## src/rtl/fetch_ctrl.sv

```systemverilog
`default_nettype none
// ============================================================================
// Module   : fetch_ctrl
// Brief    : PC sequencing and single-outstanding instruction fetch with a
//            one-entry decode buffer and EX redirect handling.
//            Optional macro FETCH_MISALIGN_EN: misaligned redirects raise a
//            fetch fault instead of being silently aligned.
// Revision : 1.0
// ============================================================================
module fetch_ctrl #(
    parameter logic [31:0] RESET_PC  = 32'h0000_0000,
    parameter logic [31:0] NOP_INSTR = 32'h0000_0013
) (
    input  logic        clk,
    input  logic        rst,
    input  logic        redirect_valid,
    input  logic [31:0] redirect_pc,
    output logic        imem_req,
    output logic [31:0] imem_addr,
    input  logic        imem_gnt,
    input  logic        imem_rvalid,
    input  logic [31:0] imem_rdata,
    output logic        if_valid,
    input  logic        if_ready,
    output logic [31:0] if_pc,
    output logic [31:0] if_instr,
    output logic        if_misalign
);

    localparam logic [1:0] S_REQ   = 2'd0;
    localparam logic [1:0] S_WAIT  = 2'd1;
    localparam logic [1:0] S_DRAIN = 2'd2;

    logic [1:0]  r_state;
    logic [1:0]  w_state_nxt;
    logic [31:0] r_pc;
    logic [31:0] r_req_addr;
    logic        r_if_valid;
    logic [31:0] r_if_pc;
    logic [31:0] r_if_instr;
    logic        r_if_misalign;
    logic        r_park;
    logic        w_can_issue;
    logic        w_grant;
    logic        w_load;
    logic        w_redirect_misalign;
    logic [31:0] w_redirect_pc;

`ifdef FETCH_MISALIGN_EN
    assign w_redirect_misalign = redirect_valid & (redirect_pc[1:0] != 2'b00);
    assign w_redirect_pc       = redirect_pc;
`else
    assign w_redirect_misalign = 1'b0;
    assign w_redirect_pc       = {redirect_pc[31:2], 2'b00};
`endif

    always_ff @(posedge clk) begin
        if (rst) begin
            r_state <= S_REQ;
        end else begin
            r_state <= w_state_nxt;
        end
    end

    always_comb begin
        w_state_nxt = r_state;
        case (r_state)
            S_REQ: begin
                if (w_grant) begin
                    w_state_nxt = S_WAIT;
                end
            end
            S_WAIT: begin
                if (imem_rvalid) begin
                    w_state_nxt = S_REQ;
                end else if (redirect_valid) begin
                    w_state_nxt = S_DRAIN;
                end
            end
            S_DRAIN: begin
                if (imem_rvalid) begin
                    w_state_nxt = S_REQ;
                end
            end
            default: w_state_nxt = S_REQ;
        endcase
    end

    // Only request when the buffer will be free, so a response never stalls.
    always_comb begin
        w_can_issue = !r_if_valid | if_ready;
        imem_req    = (r_state == S_REQ) & w_can_issue & !redirect_valid & !r_park & !rst;
        w_grant     = imem_req & imem_gnt;
        w_load      = (r_state == S_WAIT) & imem_rvalid;
    end

    always_ff @(posedge clk) begin
        if (rst) begin
            r_pc          <= RESET_PC;
            r_req_addr    <= RESET_PC;
            r_if_valid    <= 1'b0;
            r_if_pc       <= 32'h0000_0000;
            r_if_instr    <= NOP_INSTR;
            r_if_misalign <= 1'b0;
            r_park        <= 1'b0;
        end else if (redirect_valid) begin
            r_pc   <= w_redirect_pc;
            r_park <= w_redirect_misalign;
            if (w_redirect_misalign) begin
                r_if_valid    <= 1'b1;
                r_if_pc       <= redirect_pc;
                r_if_instr    <= NOP_INSTR;
                r_if_misalign <= 1'b1;
            end else begin
                r_if_valid <= 1'b0;
            end
        end else begin
            if (w_grant) begin
                r_pc       <= r_pc + 32'd4;
                r_req_addr <= r_pc;
            end
            if (w_load) begin
                r_if_valid    <= 1'b1;
                r_if_pc       <= r_req_addr;
                r_if_instr    <= imem_rdata;
                r_if_misalign <= 1'b0;
            end else if (r_if_valid & if_ready) begin
                r_if_valid <= 1'b0;
            end
        end
    end

    assign imem_addr   = r_pc;
    assign if_valid    = r_if_valid;
    assign if_pc       = r_if_pc;
    assign if_instr    = r_if_valid ? r_if_instr : NOP_INSTR;
    assign if_misalign = r_if_misalign;

endmodule
`default_nettype wire

```

## config.mk

```make
export PLATFORM = sky130hd
export DESIGN_NAME = fetch_ctrl
export DESIGN_NICKNAME = d
export VERILOG_FILES = /design/src/rtl/fetch_ctrl.sv
export SDC_FILE = /design/constraint.sdc
export NUM_CORES = 1
export LEC_CHECK = 0
export ABC_CLOCK_PERIOD_IN_PS = 3000
export BUFFER_PORTS_ARGS = -buffer_cell sky130_fd_sc_hd__buf_2
export CORE_MARGIN = 3
export CORE_UTILIZATION = 51
export CTS_CLUSTER_SIZE = 14
export DETAILED_ROUTE_END_ITERATION = 10
export PLACE_DENSITY = 0.9
export SYNTH_ARGS = -nofsm -noshare
export SYNTH_HDL_FRONTEND = slang
export SYNTH_SLANG_ARGS = --single-unit
```

## constraint.sdc

```tcl
create_clock -name clk -period 3 [get_ports clk]
set_input_delay 0.45 -clock clk [delete_from_list [all_inputs] [get_ports clk]]
set_output_delay 0.45 -clock clk [all_outputs]
set_load 0.02 [all_outputs]
```

==> results by group, run 1 <==
STA
  • Least-Margin Pin Slew: 0.776 ns
  • Final hold slack: 0.155 ns
  • Final Skew: 0.00981 ns
  • Final Critical Period: 2.46 ns
  • Final TNS setup: 0 ns
  • # setup viols final: 0
  • Fin. max-slew vios: 0
  • Fin. Hold Viols: 0
  • FMAX: 407 MHz
  • Worst slew margin: 0.478
  • Final Cycle Share: 0.819
  • RSZ-0062 raised after global routing: false

Power and ir drop
  • Flop pwr share: 0.427
  • VDD IR max: 0.318 mV
  • Total net switching power: 0.00102 W
  • Pwr Density: 607 nW/um^2
  • Sw Ratio: 0.248
  • Gate power share: 0.071
  • Part of the power in the clock network: 0.501
  • P_int: 0.00309 W
  • Pleak: 2.76 nW

Floorplanning
  • DIE HEIGHT: 108 um
  • Num ports: 169
  • Horiz. Die Dim: 108 um
  • Full die area: 11600 sq um
  • Initial Utilization: 0.531
  • Rows: 36
  • Core area: 9910 sq um

Detailed routing
  • Total iterations of the first detailed-routing run: 5
  • # DRC: 0
  • Drt via density: 5.44
  • Post-Route WL: 14500 um
  • WL/cell: 14.9 um
  • Vias: 5293
  • DRT antenna net count: 0
  • Initial DRC Count: 359

GRT
  • Largest net degree at the start of global routing: 67
  • Grt ovf: 0
  • Number of antenna violations at the first check in global routing: 0
  • Global-route wire length before repair: 23300 um
  • Number of global-route vias before repair: 4855
  • GRT Util Overall: 0.252

CTS
  • CTS tree: done
  • Clk Latency, worst-skew pair: 0.51 ns
  • Resized Gates After CTS: 0
  • Post-CTS setup buffers: 0
  • Clock H-tree levels: 4
  • Sink Count: 125
  • Clock slew at reported path FFs: 0.06 ns
  • TritonCTS Buffers: 17
  • Max Root-Sink Buffers: 2
  • CTS Hold Bufs: 0
  • Clk root buf: clkbuf_8

Placed design
  • Routability cong.: 0.831
  • DPL Wire Length: 9550 um
  • Buffers on Ports: 161
  • Placed cells: 941

Critical path
  • Crit path required time: 3.41 ns
  • Crit-path cells: nand4_1 -> nor4_1 -> nand4_1 -> or3_1 -> a311oi_1
  • Worst R2R End: imem_addr[28]
  • Worst-path maximum fanout: 7
  • Crit path arrival time: 2.87 ns
  • Crit path from: imem_addr[11]
  • CP endpoint: imem_addr[28]
  • R2R cell count: 5
  • Largest stage delay, worst path: 0.75 ns
  • CP endpoint kind: flop
  • CP max-delay cell: nor4_1
  • Setup CP Type: flop to flop
  • Worst r2r src: imem_addr[11]
  • Crit path top cell by count: nand4_1
  • Internal reg-to-reg setup slack: 0.54 ns
  • Critical path launch point type: flop

Finish
  • Layout cells sized above 1: 0.254
  • Commonest non-fill, non-tap cell in the layout: nand2_1
  • Nets: 898
  • Post-route insts no fill: 973
  • Antenna cells: 0
  • Area Growth Syn to Fin: 28.5%
  • Most frequent cells in the layout: nand2_1, buf_2, dfxtp_1, a21oi_1, and2_1

Logic synthesis
  • Synthesized area: 5260 sq um
  • Yosys reg bits: 125
  • Yosys warns: 0
  • Yosys cell types: 43
  • Gate Count Post-Synth: 683
  • Synthesized area per cell: 7.70 sq um
  • Register area share after synthesis: 0.476

Hold path
  • HP Class: input port to flop

Run
  • Max_cap viols: 0

Status
  • Outcome: finished clean
logic make-up (layout without fill, tap and decap cells):
family,after synthesis,in the layout,synth area share
compound gates,144,144,0.152
xor+xnor,18,18,0.0300
fa+ha+maj,1,1,0.00238
buf+inv,61,214,0.0502
flops,125,125,0.476
mux,1,1,0.00214
other cells,1,5,0.000713
simple gates,332,332,0.287
metrics by stage:
step                utilization  area [sq um]  setup slack (ns)  total power (W)
floorplan                     -          5280             0.570          0.00195
global placement          0.622          6160             0.574          0.00207
detailed placement        0.622          6160             0.523          0.00207
CTS                       0.682          6760             0.592          0.00412
global route              0.682          6760             0.335          0.00425
finish                    0.682          6760             0.543          0.00410
registers in the layout, indices dropped and copies added (netlist names):
name / cells
if_valid: 1
imem_addr: 30
r_state: 2
r_if_instr: 32
if_pc: 30
r_req_addr: 30
synthesized netlist by cell type, drive strengths merged:
master	count	share of area
o21bai	1	0.0014
or4b	1	0.0019
xnor2	9	0.015
conb	1	0.00071
or2	2	0.0024
nand2b	6	0.0071
o22ai	4	0.0048
clkbuf	45	0.032
a31oi	5	0.0059
buf	8	0.012
or4	2	0.0036
o21a	4	0.0057
a211oi	9	0.014
nor2	22	0.016
o311ai	2	0.0033
and2	36	0.043
nand3	12	0.011
a22oi	2	0.0029
inv	8	0.0057
nand4	13	0.015
and4	1	0.0017
nor4	9	0.012
o21ai	7	0.0067
xor2	9	0.015
nor3	7	0.0067
or3	5	0.0059
nand3b	3	0.0043
and3	5	0.0059
nand2	204	0.15
dfxtp	125	0.48
a311oi	4	0.0067
a21oi	106	0.10
mux2	1	0.0021
ha	1	0.0024
nor2b	4	0.0048
power groups by stage:
stage               combinational, W  clock, W  sequential, W
floorplan                   0.000147         0        0.00181
global placement            0.000283         0        0.00179
detailed placement          0.000286         0        0.00179
CTS                         0.000291   0.00208        0.00175
global route                0.000320   0.00217        0.00176
finish                      0.000293   0.00206        0.00175
worst min path at each step:
stage	start	endpoint	slack, ns	cells past startpoint
final	imem_rdata[4]	r_if_instr[4]	0.15	3
after global routing	imem_rdata[4]	r_if_instr[4]	0.15	3
after CTS	imem_rdata[4]	r_if_instr[4]	0.14	3
after detailed placement	r_if_instr[12]	r_if_instr[12]	0.44	2
after global placement	r_if_instr[20]	r_if_instr[20]	0.44	2
after floorplan	r_if_instr[0]	r_if_instr[0]	0.43	2
cell type report:
cell class | instances | area [sq um]
well taps | 133 | 166
clock inverters | 15 | 185
repair buffers | 174 | 931
clock buffers | 17 | 414
fillers | 857 | 3150
flip-flops and latches | 125 | 2500
multi-input cells | 501 | 2530
inverters | 8 | 30.0
layer usage:
metal	GRT usage	vias up	wire length, um
li1	-	2563	-
met1	0.322	2438	5910
met2	0.408	246	7050
met3	0.0594	46	1080
met4	0.110	0	454
met5	0	-	0
worst max-delay path: cells and delay by family (launching register included):
| family | cells | cell delay, ns |
|---|---|---|
| DFF | 1 | 0.44 |
| and+or+nand+nor | 4 | 1.69 |
| AOI/OAI and AO/OA | 1 | 0.24 |
No activity file was read; power rests on OpenSTA's default activity.
==> inputs of run 2 (changes only) <==
Settings changed: ABC_AREA from default to 1, ABC_CLOCK_PERIOD_IN_PS 3000 to 2310, CORE_UTILIZATION 51 to 52.
Clock period 3 ns to 2.31 ns, I/O delays scaled along.
==> run 2 against run 1 <==
Net effect: final area up 7.5%; flip-flop and latch count unchanged; core utilization shrank 1.5 points; sequential share of layout area down 2.6 points; sequential power increased by 31%; critical path type is now flop to output port; largest cell class unchanged; highest routed layer unchanged.
==> results by group, run 2 <==
Power and ir drop
  • P_int: 0.00387 W
  • Pleak: 3.79 nW
  • Total net switching power: 0.00138 W
  • Sw Ratio: 0.263
  • Pwr Density: 722 nW/um^2
  • Part of the power in the clock network: 0.474
  • Gate power share: 0.087
  • Flop pwr share: 0.439
  • Tot Pwr: 0.00525 W
  • VDD IR max: 0.469 mV

Logic synthesis
  • Top-area cell type share of the netlist area: 0.429
  • Register area share after synthesis: 0.429
  • Yosys warns: 0
  • Synthesized area: 5830 sq um
  • Yosys reg bits: 125
  • Synth top cells by count: nor2_1, nand2_1, dfxtp_1
  • Ranking of synthesized cells by area: dfxtp_1, nor2_1, nand2_1
  • Number of synthesized flops with an enable pin: 0
  • Main flop type after synthesis: dfxtp_1
  • Synthesized area per cell: 6.77 sq um
  • Synth async-reset ratio: 0
  • Synth area leader: dfxtp_1
  • Gate Count Post-Synth: 861
  • Yosys cell types: 35
  • Most frequent cell after synthesis: nor2_1

STA
  • Fin. max-slew vios: 0
  • Least-Margin Pin Slew: 0.541 ns
  • Final TNS setup: 0 ns
  • FMAX: 476 MHz
  • # setup viols final: 0
  • RSZ-0062 raised after global routing: false
  • Final WS setup: 0.208 ns
  • Final Critical Period: 2.10 ns
  • Worst slew margin: 0.639
  • Final hold slack: 0.0485 ns
  • Final Cycle Share: 0.910
  • Final Skew: 0.0113 ns
  • Fin. Hold Viols: 0

Finish
  • Max reg flops: 32
  • Layout cells sized above 1: 0.229
  • Antenna cells: 0
  • Area Growth Syn to Fin: 24.6%
  • Top reg by flops: r_if_instr
  • Most frequent cells in the layout: nor2_1, buf_2, nand2_1, dfxtp_1, inv_1
  • Filler instances: 914
  • Nets: 1080
  • Fin area: 7260 sq um
  • Commonest non-fill, non-tap cell in the layout: nor2_1

CTS
  • Clk root buf: clkbuf_8
  • CTS tree: done
  • CTS Hold Bufs: 0
  • Resized Gates After CTS: 0
  • TritonCTS Buffers: 17
  • Sink Count: 125
  • Clk Latency, worst-skew pair: 0.52 ns
  • Clock H-tree levels: 4
  • Max Root-Sink Buffers: 2
  • Clock slew at reported path FFs: 0.06 ns
  • Post-CTS setup buffers: 0

Detailed routing
  • DRT antenna net count: 0
  • Drt via density: 5.09
  • Total iterations of the first detailed-routing run: 6
  • Post-Route WL: 15900 um
  • Initial DRC Count: 412
  • Vias: 5917
  • # DRC: 0
  • WL/cell: 13.7 um

Floorplanning
  • Full die area: 12500 sq um
  • Horiz. Die Dim: 112 um
  • DIE HEIGHT: 112 um
  • Core area: 10900 sq um
  • Initial Utilization: 0.535
  • Num ports: 169
  • Rows: 38

Critical path
  • Setup CP Type: flop to output port
  • Worst r2r src: imem_addr[3]
  • Crit path from: if_valid
  • Worst-path maximum fanout: 31
  • Crit path arrival time: 1.76 ns
  • Crit path required time: 1.96 ns
  • Critical path launch point type: flop
  • CP endpoint kind: output port

Run
  • Max_cap viols: 0

Hold path
  • Hold_sp: imem_rdata[1]
  • HP Class: input port to flop

GRT
  • Global-route wire length before repair: 26300 um
  • Number of global-route vias before repair: 5536
  • Number of antenna violations at the first check in global routing: 0
  • GRT Util Overall: 0.255
  • Largest net degree at the start of global routing: 67
  • Grt ovf: 0

Placed design
  • Placed instance area: 6700 sq um
  • Worst slack, placed: 0.560 ns
  • Routability cong.: 0.927
  • DPL Wire Length: 10900 um
  • Buffers on Ports: 161

Status
  • Outcome: finished clean
run 2: changes by cell type in the layout (fill, tap and decap cells not counted), moves of 35 or more:
cell     delta
inv_1      +90
nand3_1    +48
o21ai_0    +88
nor2_1    +156
a21oi_1    -73
nand2_1    -45
and2_1     -35
run 2: area by class of cell:
cell class / instances / area (sq um) / share of cell area
tap: 140 / 175 / 0.0241
multi-input combinational: 590 / 2690 / 0.371
sequential: 125 / 2500 / 0.344
timing repair buffer: 173 / 946 / 0.130
clock inverter: 14 / 138 / 0.0189
clock buffer: 18 / 428 / 0.0589
inverter: 102 / 383 / 0.0527
run 2: logic make-up (layout without fill, tap and decap cells):
family | Yosys count | after routing | synth area share
fa+ha+maj | 1 | 1 | 0.00215
other cells | 1 | 5 | 0.000643
compound gates | 142 | 142 | 0.127
simple gates | 436 | 436 | 0.320
xor+xnor | 6 | 6 | 0.00902
flops | 125 | 125 | 0.429
buf+inv | 150 | 307 | 0.112
run 2: path summary, 6_finish.rpt:
path | end | slack (ns) | cells past startpoint
hold / removal | r_if_instr[1] | 0.05 | 3
setup / recovery | if_instr[4] | 0.21 | 4
setup reg to reg | imem_addr[28] | 0.49 | 10
hold reg to reg | r_if_instr[1] | 0.46 | 2
run 2: metal layers:
metal,GRT usage,wire [um]
met5,0,0
met4,0.0900,355
met3,0.0457,1240
met2,0.406,7300
met1,0.348,7000
run 2: power groups by stage:
stage | Combinational, W | Clock (W) | Sequential, W
finish | 0.000454 | 0.00249 | 0.00230
global route | 0.000504 | 0.00261 | 0.00231
CTS | 0.000451 | 0.00252 | 0.00230
detailed placement | 0.000445 | 0 | 0.00235
global placement | 0.000437 | 0 | 0.00235
floorplan | 0.000243 | 0 | 0.00238
run 2: per-stage QoR:
stage / instances / utilization
5_1_grt: 1162 / 0.667
3_3_place_gp: 1130 / 0.615
4_1_cts: 1162 / 0.667
6_report: 1162 / 0.667
3_5_place_dp: 1130 / 0.615
2_1_floorplan: 865 / -
run 2: critical path: stages (launching register included):
cell and delay [ns]:
dfxtp_1 0.33, buf_4 0.31, inv_1 0.13, or2_2 0.31, buf_2 0.16
